`src/rtl/compare_search_if.sv`:
```
`default_nettype none
// ============================================================================
//  Module      : compare_search_if
//  Description : Handshake and comparator-facing signal bundle for the
//                compare_search binary-search engine.
//                  start  - request a new search
//                  guess  - candidate value presented to comparator in1
//                  g/e/l  - comparator flags (guess >, ==, < target)
//                  busy   - search in progress
//                  done   - one-cycle completion pulse
//                  found  - located value (valid with done when err=0)
//                  err    - flag sequence was inconsistent
//                  probes - number of evaluated probes in the last search
//                Modport slave is taken by the engine; master by whoever
//                drives start and supplies the comparator flags.
//  Revision    : 1.0 - initial release
// ============================================================================
interface compare_search_if #(
    parameter int WIDTH = 4
);
    logic             start;
    logic [WIDTH-1:0] guess;
    logic             g;
    logic             e;
    logic             l;
    logic             busy;
    logic             done;
    logic [WIDTH-1:0] found;
    logic             err;
    logic [WIDTH-1:0] probes;

    modport slave (
        input  start,
        input  g,
        input  e,
        input  l,
        output guess,
        output busy,
        output done,
        output found,
        output err,
        output probes
    );

    modport master (
        output start,
        output g,
        output e,
        output l,
        input  guess,
        input  busy,
        input  done,
        input  found,
        input  err,
        input  probes
    );
endinterface
`default_nettype wire

```
`src/rtl/compare_search.sv`:
```
`default_nettype none
// ============================================================================
//  Module      : compare_search
//  Description : Sequential binary-search engine driving a magnitude
//                comparator. Presents candidates on guess (comparator in1),
//                reads back g/e/l, and narrows [lo,hi] until the hidden
//                comparator in2 value is located or the flags prove
//                inconsistent.
//  Ports       : clk   - clock, rising edge
//                rst_n - asynchronous active-low reset
//                bus   - compare_search_if.slave (start, guess, g, e, l,
//                        busy, done, found, err, probes)
//  Options     : COMPARE_SEARCH_ONEHOT_CHECK_EN - when defined, any EVAL
//                flag pattern other than exactly one of g/e/l set ends the
//                search with err=1. When undefined, flags are decoded with
//                priority e, g, l and an all-zero pattern is taken as l.
//  Revision    : 1.0 - initial release
// ============================================================================
module compare_search #(
    parameter int WIDTH = 4
) (
    input  wire              clk,
    input  wire              rst_n,
    compare_search_if.slave  bus
);

    // ------------------------------------------------------------------------
    // State encoding
    // ------------------------------------------------------------------------
    typedef enum logic [1:0] {
        S_IDLE  = 2'd0,
        S_PROBE = 2'd1,
        S_EVAL  = 2'd2,
        S_DONE  = 2'd3
    } state_t;

    localparam logic [WIDTH-1:0] C_ZERO = '0;
    localparam logic [WIDTH-1:0] C_ONE  = {{(WIDTH-1){1'b0}}, 1'b1};
    localparam logic [WIDTH-1:0] C_MAX  = {WIDTH{1'b1}};

    // ------------------------------------------------------------------------
    // Registers
    // ------------------------------------------------------------------------
    state_t           r_state;
    logic [WIDTH-1:0] r_lo;
    logic [WIDTH-1:0] r_hi;
    logic [WIDTH-1:0] r_guess;
    logic             r_busy;
    logic             r_done;
    logic [WIDTH-1:0] r_found;
    logic             r_err;
    logic [WIDTH-1:0] r_probes;

    // ------------------------------------------------------------------------
    // Midpoint of [a,b]; the sum is formed one bit wider so that a+b never
    // overflows, and dropping bit 0 performs the halving.
    // ------------------------------------------------------------------------
    function automatic logic [WIDTH-1:0] f_mid(input logic [WIDTH-1:0] a,
                                               input logic [WIDTH-1:0] b);
        logic [WIDTH:0] sum;
        sum = {1'b0, a} + {1'b0, b};
        return sum[WIDTH:1];
    endfunction

    // ------------------------------------------------------------------------
    // Flag decode
    // ------------------------------------------------------------------------
    logic [2:0] w_flags;
    logic       w_take_e;
    logic       w_take_g;
    logic       w_take_l;
    logic       w_bad_flags;

    assign w_flags = {bus.g, bus.e, bus.l};

`ifdef COMPARE_SEARCH_ONEHOT_CHECK_EN
    // Exactly one flag must be set; anything else aborts the search.
    assign w_bad_flags = !((w_flags == 3'b100) || (w_flags == 3'b010) ||
                           (w_flags == 3'b001));
    assign w_take_e    = !w_bad_flags && bus.e;
    assign w_take_g    = !w_bad_flags && bus.g;
    assign w_take_l    = !w_bad_flags && bus.l;
`else
    // Priority decode: e wins over g, g over l; no flag at all behaves as l.
    assign w_bad_flags = 1'b0;
    assign w_take_e    = bus.e;
    assign w_take_g    = !bus.e && bus.g;
    assign w_take_l    = !bus.e && !bus.g;
`endif

    // Candidate neighbours; only used when the empty-range checks have
    // already ruled out guess==lo (for minus) or guess==hi (for plus), so
    // neither can wrap in the path where it is consumed.
    logic [WIDTH-1:0] w_guess_m1;
    logic [WIDTH-1:0] w_guess_p1;

    assign w_guess_m1 = r_guess - C_ONE;
    assign w_guess_p1 = r_guess + C_ONE;

    // ------------------------------------------------------------------------
    // Control FSM with registered outputs
    // ------------------------------------------------------------------------
    always_ff @(posedge clk or negedge rst_n) begin
        if (!rst_n) begin
            r_state  <= S_IDLE;
            r_lo     <= C_ZERO;
            r_hi     <= C_ZERO;
            r_guess  <= C_ZERO;
            r_busy   <= 1'b0;
            r_done   <= 1'b0;
            r_found  <= C_ZERO;
            r_err    <= 1'b0;
            r_probes <= C_ZERO;
        end else begin
            case (r_state)
                S_IDLE: begin
                    if (bus.start) begin
                        r_lo     <= C_ZERO;
                        r_hi     <= C_MAX;
                        r_guess  <= f_mid(C_ZERO, C_MAX);
                        r_found  <= C_ZERO;
                        r_err    <= 1'b0;
                        r_probes <= C_ZERO;
                        r_busy   <= 1'b1;
                        r_state  <= S_PROBE;
                    end
                end

                // Gives the comparator one full cycle to settle on the new
                // guess before its flags are looked at.
                S_PROBE: begin
                    r_state <= S_EVAL;
                end

                S_EVAL: begin
                    r_probes <= r_probes + C_ONE;
                    if (w_bad_flags) begin
                        r_err   <= 1'b1;
                        r_busy  <= 1'b0;
                        r_done  <= 1'b1;
                        r_state <= S_DONE;
                    end else if (w_take_e) begin
                        r_found <= r_guess;
                        r_busy  <= 1'b0;
                        r_done  <= 1'b1;
                        r_state <= S_DONE;
                    end else if (w_take_g) begin
                        // Target lies below guess; nothing left if guess==lo.
                        if (r_guess == r_lo) begin
                            r_err   <= 1'b1;
                            r_busy  <= 1'b0;
                            r_done  <= 1'b1;
                            r_state <= S_DONE;
                        end else begin
                            r_hi    <= w_guess_m1;
                            r_guess <= f_mid(r_lo, w_guess_m1);
                            r_state <= S_PROBE;
                        end
                    end else if (w_take_l) begin
                        // Target lies above guess; nothing left if guess==hi.
                        if (r_guess == r_hi) begin
                            r_err   <= 1'b1;
                            r_busy  <= 1'b0;
                            r_done  <= 1'b1;
                            r_state <= S_DONE;
                        end else begin
                            r_lo    <= w_guess_p1;
                            r_guess <= f_mid(w_guess_p1, r_hi);
                            r_state <= S_PROBE;
                        end
                    end else begin
                        // Unreachable with the decodes above; fail safe.
                        r_err   <= 1'b1;
                        r_busy  <= 1'b0;
                        r_done  <= 1'b1;
                        r_state <= S_DONE;
                    end
                end

                S_DONE: begin
                    r_done  <= 1'b0;
                    r_state <= S_IDLE;
                end

                default: begin
                    r_busy  <= 1'b0;
                    r_done  <= 1'b0;
                    r_state <= S_IDLE;
                end
            endcase
        end
    end

    // ------------------------------------------------------------------------
    // Outputs
    // ------------------------------------------------------------------------
    assign bus.guess  = r_guess;
    assign bus.busy   = r_busy;
    assign bus.done   = r_done;
    assign bus.found  = r_found;
    assign bus.err    = r_err;
    assign bus.probes = r_probes;

endmodule
`default_nettype wire

```
`src/flat_wrapper.sv`:
```
// flat-port wrapper written by rule: the top's interface ports become plain ports
module compare_search_flat 
#(
    parameter int WIDTH = 4
)
  (clk, rst_n, bus_start, bus_g, bus_e, bus_l, bus_guess, bus_busy, bus_done, bus_found, bus_err, bus_probes);
  compare_search_if #(.WIDTH(WIDTH)) bus_i ();
  input  wire clk;
  input  wire rst_n;
  input wire logic [$bits(bus_i.start)-1:0] bus_start;
  input wire logic [$bits(bus_i.g)-1:0] bus_g;
  input wire logic [$bits(bus_i.e)-1:0] bus_e;
  input wire logic [$bits(bus_i.l)-1:0] bus_l;
  output wire logic [$bits(bus_i.guess)-1:0] bus_guess;
  output wire logic [$bits(bus_i.busy)-1:0] bus_busy;
  output wire logic [$bits(bus_i.done)-1:0] bus_done;
  output wire logic [$bits(bus_i.found)-1:0] bus_found;
  output wire logic [$bits(bus_i.err)-1:0] bus_err;
  output wire logic [$bits(bus_i.probes)-1:0] bus_probes;
  assign bus_i.start = bus_start;
  assign bus_i.g = bus_g;
  assign bus_i.e = bus_e;
  assign bus_i.l = bus_l;
  assign bus_guess = bus_i.guess;
  assign bus_busy = bus_i.busy;
  assign bus_done = bus_i.done;
  assign bus_found = bus_i.found;
  assign bus_err = bus_i.err;
  assign bus_probes = bus_i.probes;
  compare_search #(.WIDTH(WIDTH)) u_core (.clk(clk), .rst_n(rst_n), .bus(bus_i));
endmodule
```
`config.mk`:
```
export PLATFORM = sky130hd
export DESIGN_NAME = compare_search_flat
export DESIGN_NICKNAME = d
export VERILOG_FILES = /design/src/rtl/compare_search_if.sv /design/src/rtl/compare_search.sv /design/src/flat_wrapper.sv
export SDC_FILE = /design/constraint.sdc
export NUM_CORES = 1
export LEC_CHECK = 0
export ABC_AREA = 0
export CORE_MARGIN = 2
export CORE_UTILIZATION = 45
export DETAILED_ROUTE_END_ITERATION = 16
export PLACE_DENSITY = 0.77
export SYNTH_ARGS = -nofsm -noshare
export SYNTH_HDL_FRONTEND = slang
export SYNTH_SLANG_ARGS = --single-unit
export TNS_END_PERCENT = 50
```
`constraint.sdc`:
```
create_clock -name clk -period 1.99 [get_ports clk]
set_input_delay 0.4975 -clock clk [delete_from_list [all_inputs] [get_ports clk]]
set_output_delay 0.4975 -clock clk [all_outputs]
set_load 0.01 [all_outputs]
```
==> flow_metrics.tcl, run 1 <==
set metrics [dict create \
    clock_latency_ns 0.35 \
    leakagePower_uw 0.000967 \
    synthCells 166 \
    yosysTopAreaCell "dfrtp_1" \
    synthFlopType "dfrtp_1" \
    critical_path.top_delay_family "adder cells" \
    ios 21 \
    ys_warn_count 0 \
    drt_iter0_markers 43 \
    peakVddDrop_v 0.000888 \
    dp.cells 243 \
    cts_buffer_depth 2 \
    cts.clk_slew.worst_paths_ns 0.16 \
    outcome "finished, final reports clean" \
    fin_crit_ns 1.94 \
    antenna_cells 0 \
    reg2reg_depth 8 \
    syn_area_sq_um 1600 \
    crit_chain "inv_2, ha_4, inv_4, fa_2, a21oi_1, nor2b_1, o31ai_1, o22ai_1" \
    cpMaxStageDelayCell "dfrtp_1" \
    ant_nets 0 \
    core_sq_um 3390 \
    grt_pass1_wl_mm 6.18 \
    totalWireLength_mm 3.81 \
    via_per_inst 5.32 \
    antenna_found_initial 0 \
    crit_buf_inv 2 \
    grt_pass1_vias 1346 \
    die-area_sq_um 4060 \
    min_period_over_period_pct 97.4 \
    crit_type "flop to flop" \
    required_ns 2.22 \
    root_buffer "clkbuf_4" \
    relSlewSlack_pct 69.0 \
    slew_violations 0 \
    crit_path_end_kind "flop" \
    hold_path_class "input pin to asynchronous set/reset pin" \
    final_hold_viol_count 0 \
    firstDrtPassIters 4 \
    avgSynthCellArea_sq_um 9.66 \
    reg2reg_slack_ns 0.05 \
    row_count 21 \
    grt_max_degree 26 \
    rsz0062_at_grt "yes" \
    synth_fp_nets 187 \
    die_y_um 63.7 \
    cpPeakStageDelay_ns 0.45 \
    clock-sinks 25 \
    clock.fmax_mhz 516 \
    synth_cell_types 32 \
    port_buffers 19 \
    drive_gt1_share_pct 24.8 \
    place_hpwl_mm 2.74 \
    hold_buffers 0 \
    worstMarginPinSlew_ns 0.464 \
    stdcell_count 248 \
    holdWs_ns 0.477 \
    vias 1319 \
    drc 0 \
    setup_viol 0 \
    syn2layout_area_growth_pct 32.4 \
    fin_total_pwr_uw 3330 \
    avgRoutedWirePerCell_um 15.4 \
    gp_congestion 0.864 \
    path_max_fanout 5 \
    async_flop_share_pct 100 \
    htreeDepth 1 \
    synth_edf_count 0 \
    nFillCells 245 \
    ys_ff_latch 25 \
    overflow 0 \
    die_x_um 63.7 \
    fin_nets 224 \
    cp_num_cells 8 \
    synth.most_common_cell "dfrtp_1" \
    start_kind "flop" \
    ys_top_cells_by_count "25 x dfrtp_1, 19 x nand2_1, 15 x o21ai_0" \
    synth_top_area_share_pct 39.0 \
    cts_tree "built" \
    powerDensity_nw_per_um2 1570 \
    cts_made_buffers 3 \
    utilization_pct 62.6 \
    arrival_ns 2.17 \
    drv_cap 0 \
    final.setup_skew_ns 0.0121 \
    grt_usage_pct 19.7 \
    start_util_pct 47.3 \
    yosys-top-cells-area "dfrtp_1 39%, ha_1 10%, xnor2_1 5.5%" \
    ys_seq_area_share_pct 39.0 \
]
## worst paths after layout
path                                      from             endpoint
max in group asynchronous                rst_n  u_core.bus.guess[3]
max                        u_core.bus.guess[1]  u_core.bus.guess[3]
min                                      rst_n  u_core.bus.guess[0]
max reg2reg                u_core.bus.guess[1]  u_core.bus.guess[3]
min in group clk                u_core.r_hi[0]       u_core.r_hi[0]
min reg2reg                     u_core.r_hi[0]       u_core.r_hi[0]
## kinds of logic after synthesis
group	Yosys count	share of synthesized area (%)
compound gates	47	19.7
mux	4	2.65
simple gates	43	12.1
buf+inv	18	5.77
fa+ha+maj	15	12.6
flops	25	39.0
xor+xnor	14	8.11
## cells in the final DEF (no fill, tap or decap), drive strengths merged, types with 3 or more instances in the layout
| master | instances |
|---|---|
| nor2 | 9 |
| dfrtp | 25 |
| nand3 | 4 |
| nor2b | 3 |
| a21o | 5 |
| o22a | 3 |
| xor2 | 3 |
| a21oi | 7 |
| o22ai | 4 |
| buf | 20 |
| clkdlybuf4s50 | 17 |
| a22o | 7 |
| nand2 | 19 |
| ha | 13 |
| inv | 11 |
| nand2b | 3 |
| xnor2 | 11 |
| o21ai | 15 |
| clkbuf | 3 |
## repair_timing
| item | CTS | global route |
|---|---|---|
| resized for setup | 5 | 21 |
| buffers inserted | 1 | 0 |
| pin swaps | 0 | 12 |
| setup endpoints to repair | 5 | 4 |
## cell type report
class	instances	area [sq um]	share of cell area, %
inverter	11	43.8	2.06
clock inverter	1	7.51	0.354
tap	46	57.6	2.71
clock buffer	3	22.5	1.06
multi-input combinational	123	1010	47.7
timing repair buffer	39	349	16.4
sequential	25	629	29.6
## state kept, by name, summed over array words and instances, names as in the netlist
register	cells
u_core.r_lo	4
u_core.bus.done	1
u_core.bus.err	1
u_core.bus.found	4
u_core.r_hi	4
u_core.bus.busy	1
u_core.r_state	2
u_core.bus.guess	4
u_core.bus.probes	4
## power by group
part | total, uW | switching, uW | internal [uW] | leakage, uW
clock network | 260 | 182 | 77.5 | 0.0000139
registers | 933 | 225 | 708 | 0.000307
logic | 2140 | 1030 | 1110 | 0.000646
## stage by stage
step | worst slack, ns | TNS (ns) | cell area (sq um)
after floorplan | 0.0232 | 0 | 1620
after global placement | -0.000999 | -0.00135 | 1960
after detailed placement | -0.0393 | -0.0850 | 1960
after CTS | 0.0236 | 0 | 2010
after global routing | -0.0278 | -0.0532 | 2120
final | 0.0510 | 0 | 2120
## routing by layer
metal	track usage, %	vias to the layer above	share of wire, %
met1	25.6	641	46
met5	0	-	0
met4	11.1	0	2.6
met2	32.1	26	48
li1	-	645	-
met3	1.96	7	3.3
Power figures use the tool's default switching activity.
==> inputs of run 2 (changes only) <==
Settings changed: CORE_ASPECT_RATIO set to 1.75.
==> flow_metrics.tcl, run 2 (synthesized netlist as in run 1, its figures left out) <==
set metrics [dict create \
    outcome "finished, final reports clean" \
    avgRoutedWirePerCell_um 15.8 \
    port_buffers 19 \
    worstReg2RegStart "u_core.bus.guess[1]" \
    drive_gt1_share_pct 19.9 \
    vias 1337 \
    arrival_ns 2.11 \
    clock_latency_ns 0.27 \
    path_max_fanout 4 \
    worst_slack_ns 0.0468 \
    reg2reg_depth 8 \
    internal_power_uw 1890 \
    min_period_over_period_pct 97.6 \
    root_buffer "clkbuf_8" \
    antenna_cells 0 \
    rsz0062_at_grt "yes" \
    final_hold_viol_count 0 \
    place_hpwl_mm 3.09 \
    seq_area_sq_um 628 \
    ios 21 \
    row_count 28 \
    die_y_um 83.0 \
    holdCritStartpoint "u_core.r_hi[0]" \
    start_kind "flop" \
    worstMarginPinSlew_ns 0.357 \
    die-area_sq_um 4080 \
    gp_congestion 0.897 \
    slew_violations 0 \
    drc 0 \
    utilization_pct 60.5 \
    cts_tree "built" \
    final.setup_skew_ns 0.00258 \
    whs_path_depth 1 \
    cts_made_buffers 3 \
    start_util_pct 47.2 \
    die_x_um 49.1 \
    via_per_inst 5.43 \
    setup_viol 0 \
    power_frac_seq_pct 30.3 \
    syn2layout_area_growth_pct 28.1 \
    pwr-share-comb_pct 60.2 \
    fin_crit_ns 1.94 \
    peakVddDrop_v 0.00101 \
    hold_path_class "flop to flop" \
    antenna_found_initial 0 \
    leakagePower_uw 0.000954 \
    place_ws_ns -0.0735 \
    mostFrequentLayoutCell "dfrtp_1" \
    grt_pass1_wl_mm 6.40 \
    design_area_sq_um 2050 \
    clock-sinks 25 \
    reg2reg_slack_ns 0.05 \
    firstDrtPassIters 4 \
    overflow 0 \
    grt_pass1_vias 1400 \
    crit_path_end_kind "flop" \
    cts_buffer_depth 2 \
    min_to "u_core.r_hi[0]" \
    clock.fmax_mhz 515 \
    htreeDepth 1 \
    core_sq_um 3400 \
    r2r-end "u_core.bus.guess[1]" \
    p_sw_uw 1360 \
    drv_cap 0 \
    grt_usage_pct 19.9 \
    dpl-instance-area_sq_um 1950 \
    drt_iter0_markers 27 \
    multi_input_comb_area_sq_um 947 \
    fin_total_pwr_uw 3240 \
    grt_max_degree 26 \
    hold_buffers 0 \
    totalWireLength_mm 3.89 \
    relSlewSlack_pct 75.5 \
    crit_type "flop to flop" \
    required_ns 2.16 \
    cts.clk_slew.worst_paths_ns 0.09 \
    powerDensity_nw_per_um2 1580 \
    fin_nets 223 \
    ant_nets 0 \
    swShare_pct 41.8 \
    mostFrequentLayoutCells "23 x dfrtp_1, 19 x nand2_1, 19 x clkdlybuf4s50_1, 19 x buf_4, 14 x o21ai_0" \
    p_clk_share_pct 9.5 \
    nFillCells 292 \
]
[run 2: cell types whose count changed in the layout (fill, tap and decap cells not counted), moves of 2 or more]
cell and delta:
ha_2 -2, clkbuf_4 -3, dlymetal6s2s_1 -2, clkbuf_8 +3, inv_1 +2, clkdlybuf4s50_1 +2
ha_4 -3, ha_1 +5
[run 2: per-layer routing]
layer / routed length, um / share of wire [%] / vias up / track usage, %
met5: 0 / 0 / - / 0
met4: 99 / 2.5 / 0 / 8.05
met3: 66 / 1.7 / 9 / 1.08
met2: 2230 / 57 / 27 / 37.6
met1: 1490 / 38 / 659 / 22.3
li1: - / - / 642 / -
[run 2: worst max path at each step]
stage	slack [ns]	to	start
final	0.05	u_core.bus.guess[1]	u_core.bus.guess[1]
after CTS	0.01	u_core.bus.guess[3]	u_core.bus.guess[0]
after floorplan	0.02	u_core.bus.guess[3]	u_core.bus.guess[1]
after global routing	-0.03	u_core.bus.guess[2]	u_core.bus.guess[0]
after detailed placement	-0.07	u_core.bus.guess[1]	u_core.bus.guess[0]
after global placement	-0.03	u_core.bus.guess[2]	u_core.bus.guess[0]
[run 2: critical path, cell delays in order (launching register included)]
cell and delay, ns:
dfrtp_1 0.44, inv_1 0.11, ha_4 0.30, inv_1 0.07, fa_2 0.38, buf_4 0.15, xnor2_2 0.14, o21ai_2 0.08
o22a_1 0.17
[run 2: power groups by stage]
stage / Sequential (uW) / Clock (uW) / Combinational, uW
floorplan: 922 / 0 / 1210
global placement: 956 / 0 / 1760
detailed placement: 981 / 0 / 1850
CTS: 971 / 314 / 1870
global route: 1010 / 330 / 2150
finish: 984 / 308 / 1950
[run 2: repair_timing]
action	in CTS	in global routing
pin swaps	0	0
resized for setup	3	8
buffers inserted	0	1
endpoints found under the setup margin	3	5
[run 2: layout make-up]
class	count	share of cell area [%]
clock buffers	3	2.01
flip-flops and latches	25	30.6
inverters	11	2.01
clock inverters	1	0.365
repair buffers	38	16.2
well taps	45	2.74
multi-input cells	123	46.1
[run 2: through the flow]
step | hold WS [ns] | std cells | TNS [ns]
finish | 0.504 | 246 | 0
detailed placement | 0.484 | 241 | -0.250
global route | 0.531 | 246 | -0.0609
CTS | 0.504 | 245 | 0
global placement | 0.480 | 241 | -0.0307
floorplan | 0.202 | 166 | 0
